--- src/rtl/codificador_instrucciones_pkg.sv ---
// Shared definitions for the instruction encoder and the control unit.
// Holds the instruction-class enumeration, the 6-bit opcode constants
// and the encoder FSM state type.
package codificador_instrucciones_pkg;

  // Instruction class presented on the request interface; 9..15 are unsupported.
  typedef enum logic [3:0] {
    KIND_R    = 4'd0,
    KIND_ADDI = 4'd1,
    KIND_ANDI = 4'd2,
    KIND_ORI  = 4'd3,
    KIND_SLTI = 4'd4,
    KIND_LW   = 4'd5,
    KIND_SW   = 4'd6,
    KIND_BEQ  = 4'd7,
    KIND_J    = 4'd8
  } kind_e;

  // Primary opcodes (instruction bits 31:26).
  localparam logic [5:0] OP_R    = 6'b000000;
  localparam logic [5:0] OP_J    = 6'b000010;
  localparam logic [5:0] OP_ADDI = 6'b001000;
  localparam logic [5:0] OP_ANDI = 6'b001100;
  localparam logic [5:0] OP_ORI  = 6'b001101;
  localparam logic [5:0] OP_SLTI = 6'b001010;
  localparam logic [5:0] OP_LW   = 6'b100011;
  localparam logic [5:0] OP_SW   = 6'b101011;
  localparam logic [5:0] OP_BEQ  = 6'b000100;

  // Write-side state: accepting requests, or memory exhausted until clear/rst.
  typedef enum logic [0:0] {
    ST_RUN  = 1'b0,
    ST_FULL = 1'b1
  } state_e;

endpackage

--- src/rtl/codificador_instrucciones_palabra.sv ---
// codificador_palabra: purely combinational instruction-word encoder.
// Ports:
//   i_kind       instruction class (see kind_e)
//   i_rs/i_rt/i_rd, i_funct, i_imm, i_target   instruction fields
//   o_word       encoded 32-bit instruction (zero for unsupported kinds)
//   o_kind_ok    1 when i_kind is a supported class
module codificador_palabra
  import codificador_instrucciones_pkg::*;
(
  input  logic [3:0]  i_kind,
  input  logic [4:0]  i_rs,
  input  logic [4:0]  i_rt,
  input  logic [4:0]  i_rd,
  input  logic [5:0]  i_funct,
  input  logic [15:0] i_imm,
  input  logic [25:0] i_target,
  output logic [31:0] o_word,
  output logic        o_kind_ok
);

  // Select the field layout from the instruction class.
  always_comb begin
    o_word    = 32'h0000_0000;
    o_kind_ok = 1'b0;
    case (i_kind)
      KIND_R: begin
        o_word    = {OP_R, i_rs, i_rt, i_rd, 5'b00000, i_funct};
        o_kind_ok = 1'b1;
      end
      KIND_ADDI: begin
        o_word    = {OP_ADDI, i_rs, i_rt, i_imm};
        o_kind_ok = 1'b1;
      end
      KIND_ANDI: begin
        o_word    = {OP_ANDI, i_rs, i_rt, i_imm};
        o_kind_ok = 1'b1;
      end
      KIND_ORI: begin
        o_word    = {OP_ORI, i_rs, i_rt, i_imm};
        o_kind_ok = 1'b1;
      end
      KIND_SLTI: begin
        o_word    = {OP_SLTI, i_rs, i_rt, i_imm};
        o_kind_ok = 1'b1;
      end
      KIND_LW: begin
        o_word    = {OP_LW, i_rs, i_rt, i_imm};
        o_kind_ok = 1'b1;
      end
      KIND_SW: begin
        o_word    = {OP_SW, i_rs, i_rt, i_imm};
        o_kind_ok = 1'b1;
      end
      KIND_BEQ: begin
        o_word    = {OP_BEQ, i_rs, i_rt, i_imm};
        o_kind_ok = 1'b1;
      end
      KIND_J: begin
        o_word    = {OP_J, i_target};
        o_kind_ok = 1'b1;
      end
      default: begin
        o_word    = 32'h0000_0000;
        o_kind_ok = 1'b0;
      end
    endcase
  end

endmodule

--- src/rtl/codificador_instrucciones.sv ---
// codificador_instrucciones: accepts instruction requests, encodes them and
// writes them sequentially into an instruction memory starting at BASE.
// Ports:
//   clk, rst        clock and synchronous active-high reset
//   clear           restart the write pointer at BASE (next cycle)
//   in_valid/in_ready  request handshake
//   kind, rs, rt, rd, funct, imm, target   request fields
//   mem_we, mem_addr, mem_wdata   registered memory write port
//   full            memory exhausted (2^ADDR_W words written)
//   err             one-cycle pulse for an unsupported kind
//   count           words written since reset or clear
module codificador_instrucciones
  import codificador_instrucciones_pkg::*;
#(
  parameter int ADDR_W = 8,
  parameter int BASE   = 0
)
(
  input  logic              clk,
  input  logic              rst,
  input  logic              clear,
  input  logic              in_valid,
  output logic              in_ready,
  input  logic [3:0]        kind,
  input  logic [4:0]        rs,
  input  logic [4:0]        rt,
  input  logic [4:0]        rd,
  input  logic [5:0]        funct,
  input  logic [15:0]       imm,
  input  logic [25:0]       target,
  output logic              mem_we,
  output logic [ADDR_W-1:0] mem_addr,
  output logic [31:0]       mem_wdata,
  output logic              full,
  output logic              err,
  output logic [ADDR_W:0]   count
);

  localparam logic [ADDR_W-1:0] LP_BASE       = ADDR_W'(BASE);
  localparam logic [ADDR_W-1:0] LP_PTR_ONE    = ADDR_W'(1);
  localparam logic [ADDR_W:0]   LP_CNT_ONE    = (ADDR_W+1)'(1);
  localparam logic [ADDR_W:0]   LP_CNT_ZERO   = (ADDR_W+1)'(0);
  // Count value just before the final word that fills the memory.
  localparam logic [ADDR_W:0]   LP_LAST_COUNT = {1'b0, {ADDR_W{1'b1}}};

  state_e              r_state;
  state_e              w_state_nxt;
  logic [ADDR_W-1:0]   r_ptr;
  logic [ADDR_W:0]     r_count;
  logic                r_mem_we;
  logic [ADDR_W-1:0]   r_mem_addr;
  logic [31:0]         r_mem_wdata;
  logic                r_err;

  logic [31:0]         w_word;
  logic                w_kind_ok;
  logic                w_in_ready;
  logic                w_full;
  logic                w_accept;
  logic                w_write;
  logic                w_reject;
  logic                w_last_write;

  codificador_palabra u_palabra (
    .i_kind    (kind),
    .i_rs      (rs),
    .i_rt      (rt),
    .i_rd      (rd),
    .i_funct   (funct),
    .i_imm     (imm),
    .i_target  (target),
    .o_word    (w_word),
    .o_kind_ok (w_kind_ok)
  );

  // An accepted request either becomes a write or an error pulse, never both.
  assign w_accept     = in_valid & w_in_ready;
  assign w_write      = w_accept & w_kind_ok;
  assign w_reject     = w_accept & ~w_kind_ok;
  assign w_last_write = w_write & (r_count == LP_LAST_COUNT);

  // FSM state register.
  always_ff @(posedge clk) begin
    if (rst) begin
      r_state <= ST_RUN;
    end else begin
      r_state <= w_state_nxt;
    end
  end

  // FSM next-state logic: clear always returns to RUN and wins over a write.
  always_comb begin
    w_state_nxt = r_state;
    case (r_state)
      ST_RUN: begin
        if (clear) begin
          w_state_nxt = ST_RUN;
        end else if (w_last_write) begin
          w_state_nxt = ST_FULL;
        end else begin
          w_state_nxt = ST_RUN;
        end
      end
      ST_FULL: begin
        if (clear) begin
          w_state_nxt = ST_RUN;
        end else begin
          w_state_nxt = ST_FULL;
        end
      end
      default: begin
        w_state_nxt = ST_RUN;
      end
    endcase
  end

  // FSM outputs: ready is withheld during rst and clear so neither can race a request.
  always_comb begin
    w_full     = 1'b0;
    w_in_ready = 1'b0;
    case (r_state)
      ST_RUN: begin
        w_full     = 1'b0;
        w_in_ready = ~clear & ~rst;
      end
      ST_FULL: begin
        w_full     = 1'b1;
        w_in_ready = 1'b0;
      end
      default: begin
        w_full     = 1'b0;
        w_in_ready = 1'b0;
      end
    endcase
  end

  // Write pointer and word counter.
  always_ff @(posedge clk) begin
    if (rst) begin
      r_ptr   <= LP_BASE;
      r_count <= LP_CNT_ZERO;
    end else if (clear) begin
      r_ptr   <= LP_BASE;
      r_count <= LP_CNT_ZERO;
    end else if (w_write) begin
      r_ptr   <= r_ptr + LP_PTR_ONE;
      r_count <= r_count + LP_CNT_ONE;
    end else begin
      r_ptr   <= r_ptr;
      r_count <= r_count;
    end
  end

  // Registered memory port and error pulse; address/data hold between writes.
  always_ff @(posedge clk) begin
    if (rst) begin
      r_mem_we    <= 1'b0;
      r_mem_addr  <= LP_BASE;
      r_mem_wdata <= 32'h0000_0000;
      r_err       <= 1'b0;
    end else begin
      r_mem_we <= w_write;
      r_err    <= w_reject;
      if (w_write) begin
        r_mem_addr  <= r_ptr;
        r_mem_wdata <= w_word;
      end else begin
        r_mem_addr  <= r_mem_addr;
        r_mem_wdata <= r_mem_wdata;
      end
    end
  end

  assign in_ready  = w_in_ready;
  assign full      = w_full;
  assign mem_we    = r_mem_we;
  assign mem_addr  = r_mem_addr;
  assign mem_wdata = r_mem_wdata;
  assign err       = r_err;
  assign count     = r_count;

endmodule

--- config.mk ---
export PLATFORM = sky130hd
export DESIGN_NAME = codificador_instrucciones
export DESIGN_NICKNAME = d
export VERILOG_FILES = /design/src/rtl/codificador_instrucciones_pkg.sv /design/src/rtl/codificador_instrucciones_palabra.sv /design/src/rtl/codificador_instrucciones.sv
export SDC_FILE = /design/constraint.sdc
export NUM_CORES = 1
export LEC_CHECK = 0
export CORE_MARGIN = 1
export CORE_UTILIZATION = 30
export CTS_BUF_LIST = sky130_fd_sc_hd__clkbuf_8
export DETAILED_ROUTE_END_ITERATION = 10
export PLACE_DENSITY = 0.58
export SLEW_MARGIN = 25
export SYNTH_ARGS = -nofsm -noshare
export SYNTH_HDL_FRONTEND = slang
export SYNTH_HIERARCHICAL = 1
export SYNTH_SLANG_ARGS = --single-unit
--- constraint.sdc ---
create_clock -name clk -period 3.5 [get_ports clk]
set_input_delay 0.525 -clock clk [delete_from_list [all_inputs] [get_ports clk]]
set_output_delay 0.525 -clock clk [all_outputs]
set_load 0.02 [all_outputs]
==> out/results.ini, run 1 <==
[outcome]
status = complete, no violations

[sta]
rsz0062_at_grt = false
tns_ps = 0
worst_pin_slew_ps = 544
fin_worst_skew_ps = 5.16
hold_violations = 0
slew_headroom_pct = 63.7
fmax_mhz = 359
setup_violations = 0
min_period_over_period_pct = 79.5
worst_slack_ps = 718
drv_slew = 0
min_period_ps = 2780

[floorplanning]
die_h_um = 102
die_w_um = 102
io_pins = 124
core_um2 = 9770
start_util_pct = 30.9
die-area_um2 = 10500
rows = 36

[clock_network]
clk_path_buf_depth = 2
cts_max_level = 3
cts_setup_buffers = 0
insertion_delay_ps = 330
clkTransAtPathRegs_ps = 70
ctsResizeCount = 0
cts_tree = done
root_buffer = clkbuf_8
cts_sinks = 60
numCtsBuffers = 9
cts_hold_buf = 0

[worst_setup_path]
start_kind = primary input
crit_family = simple AND/OR/NAND/NOR gates
cp.buffers_inverters = 2
crit_start = kind[1]
cp_max_fo = 12
critical_path_class = in2reg
critPathCaptureType = flip-flop
worstPathArrival_ps = 3040
max_stage_delay_ps = 570
cp_cell_sequence = clkdlybuf4s50_1 -> or3_1 -> nand2_1 -> nand3b_1 -> buf_4 -> or4_1 -> a21oi_1
reg2reg_depth = 4
r2r-start = r_state
crit_required_ps = 3760
crit_slowest_cell = clkdlybuf4s50_1
crit_cells = 7

[yosys]
synth.cell_area_um2 = 3020
ys_seq_area_share_pct = 39.8
synth_cell_type_count = 36
ys_seq_elements = 60
yosysWarningCount = 6
syn_avg_cell_area_um2 = 7.68
synthCells = 393
syn_nets = 467

[flow_run]
drv_cap = 0

[worst_hold_path]
min_path_cells = 2
min_from = r_ptr[7]
hp-class = reg2reg

[routing]
vias = 3194
drc_errors = 0
dr.pass1.iters = 6
detail-route-antenna-nets = 0
viasPerCell = 5.04
drt_iter0_drc = 137
detail_route.wl_per_cell_um = 14.0
wl_um = 8860

[final_layout]
layout-drive-gt1-share_pct = 6.19
diodes = 0
nets = 570
syn_to_final_growth_pct = 50.4

[place]
dpl_worst_slack_ps = 403
gp_congestion = 0.744
io_buffers = 123
hpwlAfterDp_um = 6160

[global_route]
antenna_found_initial = 0
grt_max_degree = 60
grtUsageTotal_pct = 17.2
grt_pass1_wl_um = 14000
grt-ovfl-total = 0
grt_pass1_vias = 2857

[power]
p_leak_nw = 1.50
peakVddDrop_v = 0.000210
power_density_nw_per_um2 = 356

[sequential cells by signal (all words and copies together) (netlist names)]
name       flops
mem_wdata     32
count          9
mem_addr       8
r_ptr          8
err            1
mem_we         1
r_state        1
[worst register-to-register path, stage by stage (launching register included)]
cell,delay (ps)
dfxtp_1,370
nand3b_1,390
buf_4,280
or4_1,470
a21oi_1,150
[cell families (layout without fill, tap and decap cells)]
logic type,Yosys count,count (layout),synth area share [%]
compound gates,135,135,23.3
xor+xnor,4,4,1.16
fa+ha+maj,3,3,1.24
buf+inv,55,163,8.66
flops,60,60,39.8
mux,14,14,4.64
other cells,1,1,0.124
simple gates,121,121,21.1
[Yosys cell counts (all sizes together)]
master | number | area [um^2]
a21oi | 53 | 265
nand3 | 76 | 380
nand2b | 1 | 6.26
nor2b | 1 | 6.26
nor2 | 9 | 33.8
nor4b | 1 | 8.76
inv | 13 | 48.8
ha | 3 | 37.5
a211oi | 3 | 27.5
o31ai | 4 | 30.0
nor3b | 1 | 7.51
conb | 1 | 3.75
o22ai | 1 | 6.26
or4 | 5 | 37.5
mux2i | 14 | 140
o211ai | 1 | 7.51
nor3 | 1 | 16.3
nand2 | 12 | 45.0
a21boi | 1 | 7.51
or3 | 6 | 37.5
dfxtp | 60 | 1200
or2 | 1 | 6.26
clkbuf | 23 | 87.6
xnor2 | 4 | 35.0
nand4 | 3 | 18.8
o21ai | 72 | 360
and3b | 1 | 8.76
nand4b | 1 | 8.76
buf | 19 | 125
nor4 | 1 | 6.26
nand3b | 1 | 7.51
[metrics by stage]
step | instances | power, mW | cell area (um^2) | hold slack (ps) | util (%)
2_1_floorplan | 393 | 0.824 | 3020 | 444 | -
3_3_place_gp | 617 | 0.940 | 4300 | 460 | 43.9
3_5_place_dp | 618 | 0.946 | 4320 | 468 | 44.2
4_1_cts | 634 | 1.63 | 4540 | 478 | 46.5
5_1_grt | 634 | 1.69 | 4540 | 498 | 46.5
6_report | 634 | 1.62 | 4540 | 476 | 46.5
[power by group]
part,leakage [nW],total (mW),switching (mW),internal (mW)
logic,0.901,0.236,0.115,0.120
registers,0.484,0.695,0.00447,0.690
clock network,0.115,0.687,0.273,0.414
[per-layer routing]
| layer | share of wire, % | track usage (%) |
|---|---|---|
| met5 | 0 | 0 |
| met2 | 46 | 27.2 |
| met3 | 8.7 | 6.43 |
| met1 | 44 | 21.9 |
| met4 | 0.67 | 5.27 |
[path summary, 6_finish.rpt]
kind	slack (ps)	to
max reg2reg	1770	r_ptr[5]
max	720	r_ptr[5]
min	480	r_ptr[7]
min reg2reg	480	r_ptr[7]
[cell usage in the layout, fill, tap and decap left out, drive strengths merged, types with 2 or more instances in the layout]
| cell | synthesis | routed |
|---|---|---|
| clkdlybuf4s50 | 0 | 122 |
| nand3 | 76 | 76 |
| o21ai | 72 | 72 |
| dfxtp | 60 | 60 |
| a21oi | 53 | 53 |
| inv | 13 | 15 |
| mux2i | 14 | 14 |
| nand2 | 12 | 12 |
| buf | 19 | 12 |
| clkbuf | 23 | 10 |
| nor2 | 9 | 9 |
| or3 | 6 | 6 |
| or4 | 5 | 5 |
| o31ai | 4 | 4 |
| xnor2 | 4 | 4 |
| nand4 | 3 | 3 |
| ha | 3 | 3 |
| a211oi | 3 | 3 |
| bufinv | 0 | 2 |
[final cells by class]
type,count,area (um^2)
inverter,13,48.8
clock buffer,10,138
sequential,60,1200
fill,1017,5230
tap,133,166
clock inverter,6,80.1
timing repair buffer,134,1340
multi-input combinational,278,1570
(Power assumes the default switching activity.)
==> inputs of run 2 (changes only) <==
--- a/config.mk
+++ b/config.mk
@@ -9,7 +9,7 @@
 export CORE_UTILIZATION = 30
 export CTS_BUF_LIST = sky130_fd_sc_hd__clkbuf_8
 export DETAILED_ROUTE_END_ITERATION = 10
-export PLACE_DENSITY = 0.58
+export PLACE_DENSITY = 0.61
 export SLEW_MARGIN = 25
 export SYNTH_ARGS = -nofsm -noshare
 export SYNTH_HDL_FRONTEND = slang
==> constraint.sdc (replaced) <==
create_clock -name clk -period 2.3 [get_ports clk]
set_input_delay 0.345 -clock clk [delete_from_list [all_inputs] [get_ports clk]]
set_output_delay 0.345 -clock clk [all_outputs]
set_load 0.02 [all_outputs]
==> run 2 against run 1 <==
  * Cell count grew 1.3%
  * Total power up 62%
  * Clock skew grew 3.4 ps
  * Sequential share of layout area down 0.74 points
  * Count of clock-buffer cells in the layout rose by 1
  * Clock power increased by 73%
  * Critical path type is now in2out
==> out/results.ini, run 2 (synthesized netlist as in run 1, its figures left out) <==
[sta]
min_period_ps = 2250
worst_pin_slew_ps = 671
timing.hold.ws_ps = 415
slew_headroom_pct = 55.2
setup_violations = 0
min_period_over_period_pct = 97.6
hold_violations = 0
fmax_mhz = 445
rsz0062_at_grt = false
drv_slew = 0
worst_slack_ps = 54.3
fin_worst_skew_ps = 8.54

[worst_setup_path]
cp.buffers_inverters = 2
max_stage_delay_ps = 610
crit_top_cell = clkdlybuf4s50_1
critPathCaptureType = primary output
cp_cell_sequence = clkdlybuf4s50_1 -> or2_2 -> nor2_1 -> clkdlybuf4s50_1
crit_slowest_cell = clkdlybuf4s50_1
critical_path_class = in2out
cp_max_fo = 4
start_kind = primary input
crit_required_ps = 1960
worstPathArrival_ps = 1900
crit_family = buffers and inverters

[clock_network]
cts_tree = done
cts_max_level = 3
root_buffer = clkbuf_8
numCtsBuffers = 9
clkTransAtPathRegs_ps = 70
ctsResizeCount = 0
cts_setup_buffers = 0
clk_path_buf_depth = 2
cts_hold_buf = 0
insertion_delay_ps = 340
cts_sinks = 60

[global_route]
grt.busiest_layer = met2
grt_max_degree = 60
use_met1_pct = 22.7
grt_util_met3_pct = 6.36
grt-ovfl-total = 0
groute.layer.met2.usage_pct = 25.7
grtUsageTotal_pct = 17.1
grt_pass1_wl_um = 13900
grt_pass1_vias = 2796
antenna_found_initial = 0

[floorplanning]
rows = 36
die_h_um = 102
die-area_um2 = 10500
start_util_pct = 30.9
core_um2 = 9770
die_w_um = 102
io_pins = 124

[outcome]
status = complete, no violations

[worst_hold_path]
hp-class = in2reg

[power]
comb_power_share_pct = 14.4
seqPwrFrac_pct = 40.3
switching_share_pct = 22.9
p_leak_nw = 1.57
power_density_nw_per_um2 = 562
pwr-share-clk_pct = 45.3
p_sw_mw = 0.601
peakVddDrop_v = 0.000347
internal-power_mw = 2.02

[final_layout]
mostFrequentLayoutCells = clkdlybuf4s50_1 (122), nand3_1 (76), dfxtp_1 (60)
final_common_cell = clkdlybuf4s50_1
layout-drive-gt1-share_pct = 7.86
diodes = 0
fillCellCount = 984
design_area_um2 = 4670
final_util_pct = 47.8
nets = 578
largest_register_ffs = 32
syn_to_final_growth_pct = 54.7
instances_no_fill = 642

[routing]
vias = 3190
drc_errors = 0
wl_um = 8900
detail-route-antenna-nets = 0
drt_iter0_drc = 117
viasPerCell = 4.97
dr.pass1.iters = 4
detail_route.wl_per_cell_um = 13.9

[place]
dpl.cell_count = 625
dpl_worst_slack_ps = -39.5
gp_congestion = 0.780
hpwlAfterDp_um = 6170
io_buffers = 123
placed_cell_area_um2 = 4390

[flow_run]
drv_cap = 0

[run 2: cell count changes in the layout (fill, tap and decap cells not counted), sizes merged]
cell / previous run / this run
clkinvlp: 1 / 0
inv: 15 / 14
bufinv: 2 / 3
clkbuf: 10 / 11
buf: 12 / 20
[run 2: per-layer routing]
layer  share of wire [%]  wire, um  up-vias
met2                  46      4080       90
met4                0.81        72        0
met3                 7.1       633        6
met5                   0         0        -
met1                  46      4110     1471
li1                    -         -     1623
[run 2: final cells by class]
class                           instances  area (um^2)  area share (%)
Multi-Input combinational cell        278         1570            33.5
Timing Repair Buffer                  142         1440            30.8
Sequential cell                        60         1200            25.7
Tap cell                              133          166            3.56
Clock buffer                           11          151            3.24
Clock inverter                          5         98.8            2.12
Inverter                               13         48.8            1.04
[run 2: worst paths after layout]
kind,start,endpoint,slack (ps),cells past startpoint
worst max register to register,r_state,r_ptr[3],830,4
worst max-delay path,rst,in_ready,50,4
worst min-delay path,kind[3],err,410,4
worst min register to register,mem_wdata[25],mem_wdata[25],470,2
[run 2: worst min-delay path, stage by stage]
cell and delay (ps):
buf_2 110, nand2_1 90, buf_4 120, nor4b_1 40
[run 2: per-stage QoR]
step / setup TNS, ps / power [mW]
detailed placement: -138 / 1.45
CTS: 0 / 2.65
global placement: 0 / 1.45
global route: 0 / 2.73
floorplan: 0 / 1.25
finish: 0 / 2.62
[run 2: power by group through the flow]
| stage | sequential [mW] | clock [mW] | combinational, mW |
|---|---|---|---|
| after floorplan | 1.09 | 0 | 0.161 |
| after global placement | 1.08 | 0 | 0.371 |
| after detailed placement | 1.08 | 0 | 0.374 |
| after CTS | 1.06 | 1.21 | 0.375 |
| after global routing | 1.06 | 1.27 | 0.410 |
| final | 1.06 | 1.19 | 0.378 |
